$ cat src/rtl/conv_scheduler.sv
// -----------------------------------------------------------------------------
// conv_scheduler
//   Sequences a convolution datapath (multiplier + accumulator) over a 24-bit
//   BMP pixel array. Loop order: channel -> row -> column -> kernel row ->
//   kernel column. Each multiply-accumulate step is issued as one tap (pixel
//   byte address, kernel word address, pad flag). The accumulator is cleared
//   once per output pixel, and each finished window is handed downstream
//   together with its coordinates.
//
// Ports
//   i_Clk, i_Reset          clock; synchronous active-high reset
//   i_Start                 one-cycle job request, honoured only when idle
//   i_ImageAddress          byte address of the first pixel-array byte
//   i_KernelAddress         byte address of kernel coefficient 0 (32-bit words)
//   i_ImageWidth/Height     image size W x H in pixels
//   i_KernelSize            kernel size K (odd, 1..MAX_K)
//   o_Busy, o_Done, o_Error job status; Error is sticky until the next Start
//   o_TapValid/i_TapReady   tap handshake; fields o_TapPixAddr, o_TapKerAddr,
//                           o_TapPad, o_TapLast
//   o_AccumReset            one-cycle accumulator clear before each window
//   i_AccumDone             accumulation of the last tap has completed
//   o_ResultValid/i_ResultReady  result handshake; fields o_ResultX,
//                           o_ResultY, o_ResultChan (0=B, 1=G, 2=R)
// -----------------------------------------------------------------------------
module conv_scheduler #(
  parameter int DIM_W  = 16,
  parameter int MAX_K  = 15,
  parameter int ADDR_W = 32
) (
  input  logic              i_Clk,
  input  logic              i_Reset,
  input  logic              i_Start,
  input  logic [ADDR_W-1:0] i_ImageAddress,
  input  logic [ADDR_W-1:0] i_KernelAddress,
  input  logic [DIM_W-1:0]  i_ImageWidth,
  input  logic [DIM_W-1:0]  i_ImageHeight,
  input  logic [DIM_W-1:0]  i_KernelSize,
  output logic              o_Busy,
  output logic              o_Done,
  output logic              o_Error,
  output logic              o_TapValid,
  input  logic              i_TapReady,
  output logic [ADDR_W-1:0] o_TapPixAddr,
  output logic [ADDR_W-1:0] o_TapKerAddr,
  output logic              o_TapPad,
  output logic              o_TapLast,
  output logic              o_AccumReset,
  input  logic              i_AccumDone,
  output logic              o_ResultValid,
  input  logic              i_ResultReady,
  output logic [DIM_W-1:0]  o_ResultX,
  output logic [DIM_W-1:0]  o_ResultY,
  output logic [1:0]        o_ResultChan
);

  localparam logic [2:0] S_IDLE   = 3'd0;
  localparam logic [2:0] S_SETUP  = 3'd1;
  localparam logic [2:0] S_CLEAR  = 3'd2;
  localparam logic [2:0] S_ISSUE  = 3'd3;
  localparam logic [2:0] S_DRAIN  = 3'd4;
  localparam logic [2:0] S_OUTPUT = 3'd5;
  localparam logic [2:0] S_FIN    = 3'd6;
  localparam logic [2:0] S_ERR    = 3'd7;

  localparam int SW = DIM_W + 2;  // signed width for padded tap coordinates

  logic [2:0]        r_state, w_state_n;
  logic [ADDR_W-1:0] r_img_addr, r_ker_addr, r_stride;
  logic [DIM_W-1:0]  r_w, r_h, r_k, r_c;
  logic [DIM_W-1:0]  r_x, r_y, r_kx, r_ky, w_kx_n, w_ky_n;
  logic [1:0]        r_chan;

  logic              r_busy, r_done, r_error, r_accum_reset;
  logic              r_tap_valid, r_tap_pad, r_tap_last, r_result_valid;
  logic [ADDR_W-1:0] r_tap_pix, r_tap_ker;

  logic              w_bad_cfg, w_tap_hs, w_res_hs, w_job_last;
  logic signed [SW-1:0] w_px, w_py;
  logic              w_pad, w_last;
  logic [ADDR_W-1:0] w_pix, w_ker_off, w_ker;

  assign w_bad_cfg = (i_KernelSize == '0) || !i_KernelSize[0] ||
                     (i_KernelSize > DIM_W'(MAX_K)) ||
                     (i_ImageWidth == '0) || (i_ImageHeight == '0);

  assign w_tap_hs   = r_tap_valid & i_TapReady;
  assign w_res_hs   = r_result_valid & i_ResultReady;
  assign w_job_last = (r_chan == 2'd2) && (r_y == r_h - DIM_W'(1)) &&
                      (r_x == r_w - DIM_W'(1));

  always_comb begin
    // NOTE: every signal written here is defaulted first so no path leaves it
    // unassigned, which would otherwise infer a latch.
    w_state_n = r_state;
    w_kx_n    = r_kx;
    w_ky_n    = r_ky;
    case (r_state)
      S_IDLE:  if (i_Start) w_state_n = S_SETUP;
      S_SETUP: w_state_n = w_bad_cfg ? S_ERR : S_CLEAR;
      S_CLEAR: begin
        w_kx_n    = '0;
        w_ky_n    = '0;
        w_state_n = S_ISSUE;
      end
      S_ISSUE: if (w_tap_hs) begin
        if (r_tap_last) begin
          w_state_n = S_DRAIN;
        end else if (r_kx == r_k - DIM_W'(1)) begin
          w_kx_n = '0;
          w_ky_n = r_ky + DIM_W'(1);
        end else begin
          w_kx_n = r_kx + DIM_W'(1);
        end
      end
      S_DRAIN:  if (i_AccumDone) w_state_n = S_OUTPUT;
      S_OUTPUT: if (w_res_hs) w_state_n = w_job_last ? S_FIN : S_CLEAR;
      S_FIN:    w_state_n = S_IDLE;
      S_ERR:    w_state_n = S_IDLE;
      default:  w_state_n = S_IDLE;
    endcase
  end

  // Tap math is evaluated for the tap that will be presented next cycle, so
  // the registered tap fields can advance on every handshake.
  assign w_px = $signed({2'b00, r_x}) + $signed({2'b00, w_kx_n}) - $signed({2'b00, r_c});
  assign w_py = $signed({2'b00, r_y}) + $signed({2'b00, w_ky_n}) - $signed({2'b00, r_c});
  assign w_pad = (w_px < 0) || (w_px >= $signed({2'b00, r_w})) ||
                 (w_py < 0) || (w_py >= $signed({2'b00, r_h}));
  // Rows are stored bottom-up, so row py simply starts at py*Stride.
  assign w_pix = w_pad ? '0 :
                 r_img_addr + (ADDR_W'(w_py[DIM_W-1:0]) * r_stride) +
                 (ADDR_W'(w_px[DIM_W-1:0]) * ADDR_W'(3)) + ADDR_W'(r_chan);
  assign w_ker_off = (ADDR_W'(w_ky_n) * ADDR_W'(r_k)) + ADDR_W'(w_kx_n);
  assign w_ker     = r_ker_addr + (w_ker_off << 2);
  assign w_last    = (w_kx_n == r_k - DIM_W'(1)) && (w_ky_n == r_k - DIM_W'(1));

  always_ff @(posedge i_Clk) begin
    // NOTE: sequential state uses non-blocking assignments so every register
    // samples pre-edge values regardless of statement order.
    if (i_Reset) begin
      r_state        <= S_IDLE;
      r_img_addr     <= '0;
      r_ker_addr     <= '0;
      r_stride       <= '0;
      r_w            <= '0;
      r_h            <= '0;
      r_k            <= '0;
      r_c            <= '0;
      r_x            <= '0;
      r_y            <= '0;
      r_kx           <= '0;
      r_ky           <= '0;
      r_chan         <= '0;
      r_busy         <= 1'b0;
      r_done         <= 1'b0;
      r_error        <= 1'b0;
      r_accum_reset  <= 1'b0;
      r_tap_valid    <= 1'b0;
      r_tap_pad      <= 1'b0;
      r_tap_last     <= 1'b0;
      r_tap_pix      <= '0;
      r_tap_ker      <= '0;
      r_result_valid <= 1'b0;
    end else begin
      r_state        <= w_state_n;
      r_kx           <= w_kx_n;
      r_ky           <= w_ky_n;
      // Status and valid flags are registered from the next state so they
      // line up exactly with the state they describe.
      r_busy         <= (w_state_n != S_IDLE);
      r_done         <= (w_state_n == S_FIN) || (w_state_n == S_ERR);
      r_accum_reset  <= (w_state_n == S_CLEAR);
      r_tap_valid    <= (w_state_n == S_ISSUE);
      r_result_valid <= (w_state_n == S_OUTPUT);

      if (w_state_n == S_ERR)                r_error <= 1'b1;
      else if (r_state == S_IDLE && i_Start) r_error <= 1'b0;

      // While stalled the kernel indices hold, so these reload unchanged.
      if (w_state_n == S_ISSUE) begin
        r_tap_pix  <= w_pix;
        r_tap_ker  <= w_ker;
        r_tap_pad  <= w_pad;
        r_tap_last <= w_last;
      end

      if (r_state == S_SETUP) begin
        r_img_addr <= i_ImageAddress;
        r_ker_addr <= i_KernelAddress;
        r_w        <= i_ImageWidth;
        r_h        <= i_ImageHeight;
        r_k        <= i_KernelSize;
        r_c        <= (i_KernelSize - DIM_W'(1)) >> 1;
        // BMP rows are padded to a 4-byte multiple.
        r_stride   <= ((ADDR_W'(i_ImageWidth) * ADDR_W'(3)) + ADDR_W'(3)) & ~ADDR_W'(3);
        r_x        <= '0;
        r_y        <= '0;
        r_chan     <= '0;
      end

      if (r_state == S_OUTPUT && w_res_hs && !w_job_last) begin
        if (r_x == r_w - DIM_W'(1)) begin
          r_x <= '0;
          if (r_y == r_h - DIM_W'(1)) begin
            r_y    <= '0;
            r_chan <= r_chan + 2'd1;
          end else begin
            r_y <= r_y + DIM_W'(1);
          end
        end else begin
          r_x <= r_x + DIM_W'(1);
        end
      end
    end
  end

  assign o_Busy        = r_busy;
  assign o_Done        = r_done;
  assign o_Error       = r_error;
  assign o_TapValid    = r_tap_valid;
  assign o_TapPixAddr  = r_tap_pix;
  assign o_TapKerAddr  = r_tap_ker;
  assign o_TapPad      = r_tap_pad;
  assign o_TapLast     = r_tap_last;
  assign o_AccumReset  = r_accum_reset;
  assign o_ResultValid = r_result_valid;
  assign o_ResultX     = r_x;
  assign o_ResultY     = r_y;
  assign o_ResultChan  = r_chan;

endmodule

$ cat config.mk
export PLATFORM = sky130hd
export DESIGN_NAME = conv_scheduler
export DESIGN_NICKNAME = d
export VERILOG_FILES = /design/src/rtl/conv_scheduler.sv
export SDC_FILE = /design/constraint.sdc
export NUM_CORES = 2
export LEC_CHECK = 0
export CAP_MARGIN = 20
export CELL_PAD_IN_SITES_DETAIL_PLACEMENT = 2
export CELL_PAD_IN_SITES_GLOBAL_PLACEMENT = 2
export CORE_ASPECT_RATIO = 1.4
export CORE_MARGIN = 2
export CORE_UTILIZATION = 41
export DETAILED_ROUTE_END_ITERATION = 12
export GPL_ROUTABILITY_DRIVEN = 1
export GPL_TIMING_DRIVEN = 0
export PLACE_DENSITY = 0.87
export SLEW_MARGIN = 20
export SYNTH_ARGS = -nofsm -noshare
export SYNTH_HDL_FRONTEND = slang
export SYNTH_SLANG_ARGS = --single-unit
$ cat constraint.sdc
create_clock -name i_Clk -period 21.2 [get_ports i_Clk]
set_input_delay 2.12 -clock i_Clk [delete_from_list [all_inputs] [get_ports i_Clk]]
set_output_delay 2.12 -clock i_Clk [all_outputs]
set_load 0.05 [all_outputs]
==> out/metrics.yaml <==
path_class: "register to register"
regArea_sq_um: 5685
slowest_stage: "a2111oi_1"
rows: 131
fin_cells: 6151
grt_first_pass_wirelength_mm: 273.8
antenna_left: 0
setup-tns-final_ps: 0
hold_viol: 0
hold_class: "register to register"
ys_types: 79
period_needed_ps: 19070
synth_edf_count: 0
gp_congestion: 0.9550
dpl_cell_area_sq_um: 41680
r2r_setup_slack_ps: 2130
slew_viol_final: 0
drt_wl_total_mm: 186.3
synth_common_cells: "nand2_1 (733), inv_1 (694), fa_1 (466)"
hpwl_mm: 148.6
cts_num_sinks: 284
async_flop_share_pct: 0
cp.required_ps: 21730
dp_slack_ps: 2857
clk-insertion-delay-late_ps: 610
multi_input_area_sq_um: 28860
clock_path_buffers: 3
relSlewSlack_pct: 17.08
crit_path_end_kind: "register"
post_cts_buffers: 0
synth_ff_type: "dfxtp_1"
io_pins: 224
grt_overflow_total: 0
cts_tree: "yes"
dp.cells: 6081
vias: 36910
hold_end: "o_TapKerAddr[14]"
yosys.area.top_type: "fa_1"
nets: 5886
die_area_sq_um: 94760
core_area_sq_um: 91300
first_pass_iters: 5
start_util_pct: 41.44
cts_resized: 0
cap_violations: 0
yosysTopAreaCellShare_pct: 24.66
via_per_inst: 6.001
critPathArrivalTime_ps: 19600
holdBufCountCts: 0
ys_seq_area_share_pct: 15.03
syn_nets: 5619
synth_area_leaders: "fa_1 (25%), dfxtp_1 (15%), ha_1 (13%), nand2_1 (7.3%), inv_1 (6.9%)"
synthCells: 4656
avgSynthCellArea_sq_um: 8.126
grt_max_degree: 13
cp_max_fo: 10
die_w_um: 260.7
grt_pass1_vias: 43270
finalCritPeriodShare_pct: 89.96
clk_pin_slew_ps: 60
ys_warn_count: 0
grtUsageTotal_pct: 39.14
antenna_found_initial: 18
critPathMaxStageDelay_ps: 940
setup_viol: 0
reg2reg_from: "r_k[0]"
wl_per_cell_um: 30.28
r2r_cells: 48
setup_ws_ps: 2128
r2r_end: "o_TapPixAddr[29]"
drt_iter0_markers: 2001
worstHoldStart: "o_TapKerAddr[14]"
port_buffers: 223
fmax_ghz: 0.05243
synth_area_sq_um: 37840
syn2layout_area_growth_pct: 13.60
yosys_register_bits: 284
rsz0062_at_grt: "no"
finClkSkew_ps: 54.26
worstMarginPinSlew_ps: 1244
htreeDepth: 2
setup.worst_path.start_class: "register"
synthMostInstantiatedCell: "nand2_1"
cp_common_cell: "fa_1"
outcome: "complete, no violations"
root_buffer: "clkbuf_16"
route.detailed.drc: 0
hold-path-cell-count: 2
layout-drive-gt1-share_pct: 2.668
final.fill_count: 10220
die_h_um: 363.4
cts_buffers: 36
fin_area_sq_um: 42980
## registers in the layout (all words and copies together) (netlist names), 16 cells and up
signal        count
o_TapKerAddr     32
o_TapPixAddr     32
r_img_addr       32
r_ker_addr       32
o_ResultX        16
o_ResultY        16
r_h              16
r_k              16
r_kx             16
r_ky             16
r_stride         16
r_w              16
## worst max-delay path: cells and delay by family (launching register included)
| family | cells | cell delay, ps |
|---|---|---|
| and+or+nand+nor | 13 | 5010 |
| adders and majority gates | 12 | 5400 |
| xor gates and xnor gates | 4 | 1690 |
| AOI/OAI and AO/OA | 11 | 3870 |
| buffers and inverters | 8 | 2550 |
| DFF | 1 | 470 |
## per-stage QoR
step                      util (%)  hold slack [ps]
after floorplan                  -            432.2
after global placement       45.53            440.1
after detailed placement     45.65            449.3
after CTS                    47.03            460.6
after global routing         47.07            474.4
final                        47.08            456.6
## worst max path at each step
stage / endpoint / cells after the start / from
global route: o_TapPixAddr[29] / 48 / r_k[0]
floorplan: o_TapPixAddr[31] / 46 / i_TapReady
CTS: o_TapPixAddr[29] / 48 / r_k[0]
global placement: o_TapPixAddr[31] / 48 / r_k[0]
finish: o_TapPixAddr[29] / 48 / r_k[0]
detailed placement: o_TapPixAddr[31] / 50 / r_k[0]
## area by class of cell
| class | count | area share (%) |
|---|---|---|
| Sequential cell | 284 | 13.23 |
| Tap cell | 1197 | 3.484 |
| Inverter | 694 | 6.061 |
| Timing Repair Buffer | 229 | 5.315 |
| Multi-Input combinational cell | 3477 | 67.14 |
| Clock inverter | 13 | 0.5065 |
| Buffer | 201 | 1.802 |
| Clock buffer | 49 | 2.422 |
| Antenna cell | 7 | 0.04075 |
## placed cells by master, fill, tap and decap left out, types with 20 or more instances in the layout
| cell type | count |
|---|---|
| and3_1 | 56 |
| clkbuf_16 | 37 |
| a21oi_1 | 319 |
| a22oi_1 | 30 |
| nor4_1 | 27 |
| a31oi_1 | 28 |
| a21o_1 | 61 |
| fa_1 | 466 |
| nor2_1 | 245 |
| nand2b_1 | 26 |
| nand3_1 | 68 |
| or3_1 | 24 |
| and2_1 | 205 |
| nor3_1 | 73 |
| nor2b_1 | 33 |
| ha_1 | 379 |
| inv_1 | 694 |
| nand4_1 | 39 |
| clkdlybuf4s50_1 | 223 |
| dfxtp_1 | 284 |
| clkbuf_1 | 183 |
| a211oi_1 | 32 |
| o21ai_0 | 116 |
| xor2_1 | 77 |
| nand2_1 | 733 |
| o21bai_1 | 20 |
| xnor2_1 | 169 |
## logic make-up (layout without fill, tap and decap cells)
| kind of cell | count (synthesis) | after routing | synth area share [%] |
|---|---|---|---|
| AO/OA/AOI/OAI | 749 | 749 | 12.22 |
| XOR/XNOR | 253 | 253 | 6.111 |
| adder cells (fa/ha/maj) | 845 | 845 | 37.19 |
| buffers and inverters | 895 | 1186 | 8.909 |
| flip-flops | 284 | 284 | 15.03 |
| multiplexers | 13 | 13 | 0.3538 |
| other | 0 | 7 | 0 |
| AND/OR/NAND/NOR | 1617 | 1617 | 20.20 |
## per-layer routing
metal | global-route usage (%) | vias to the layer above | part of all wire (%)
li1 | - | 15620 | -
met1 | 36.95 | 18960 | 33
met2 | 69.34 | 1459 | 50
met3 | 7.493 | 853 | 5.2
met4 | 39.05 | 20 | 12
met5 | 0 | - | 0.072
Power is not shown: default switching activity piles up to over one toggle a cycle in this logic, so the estimate is an artifact.
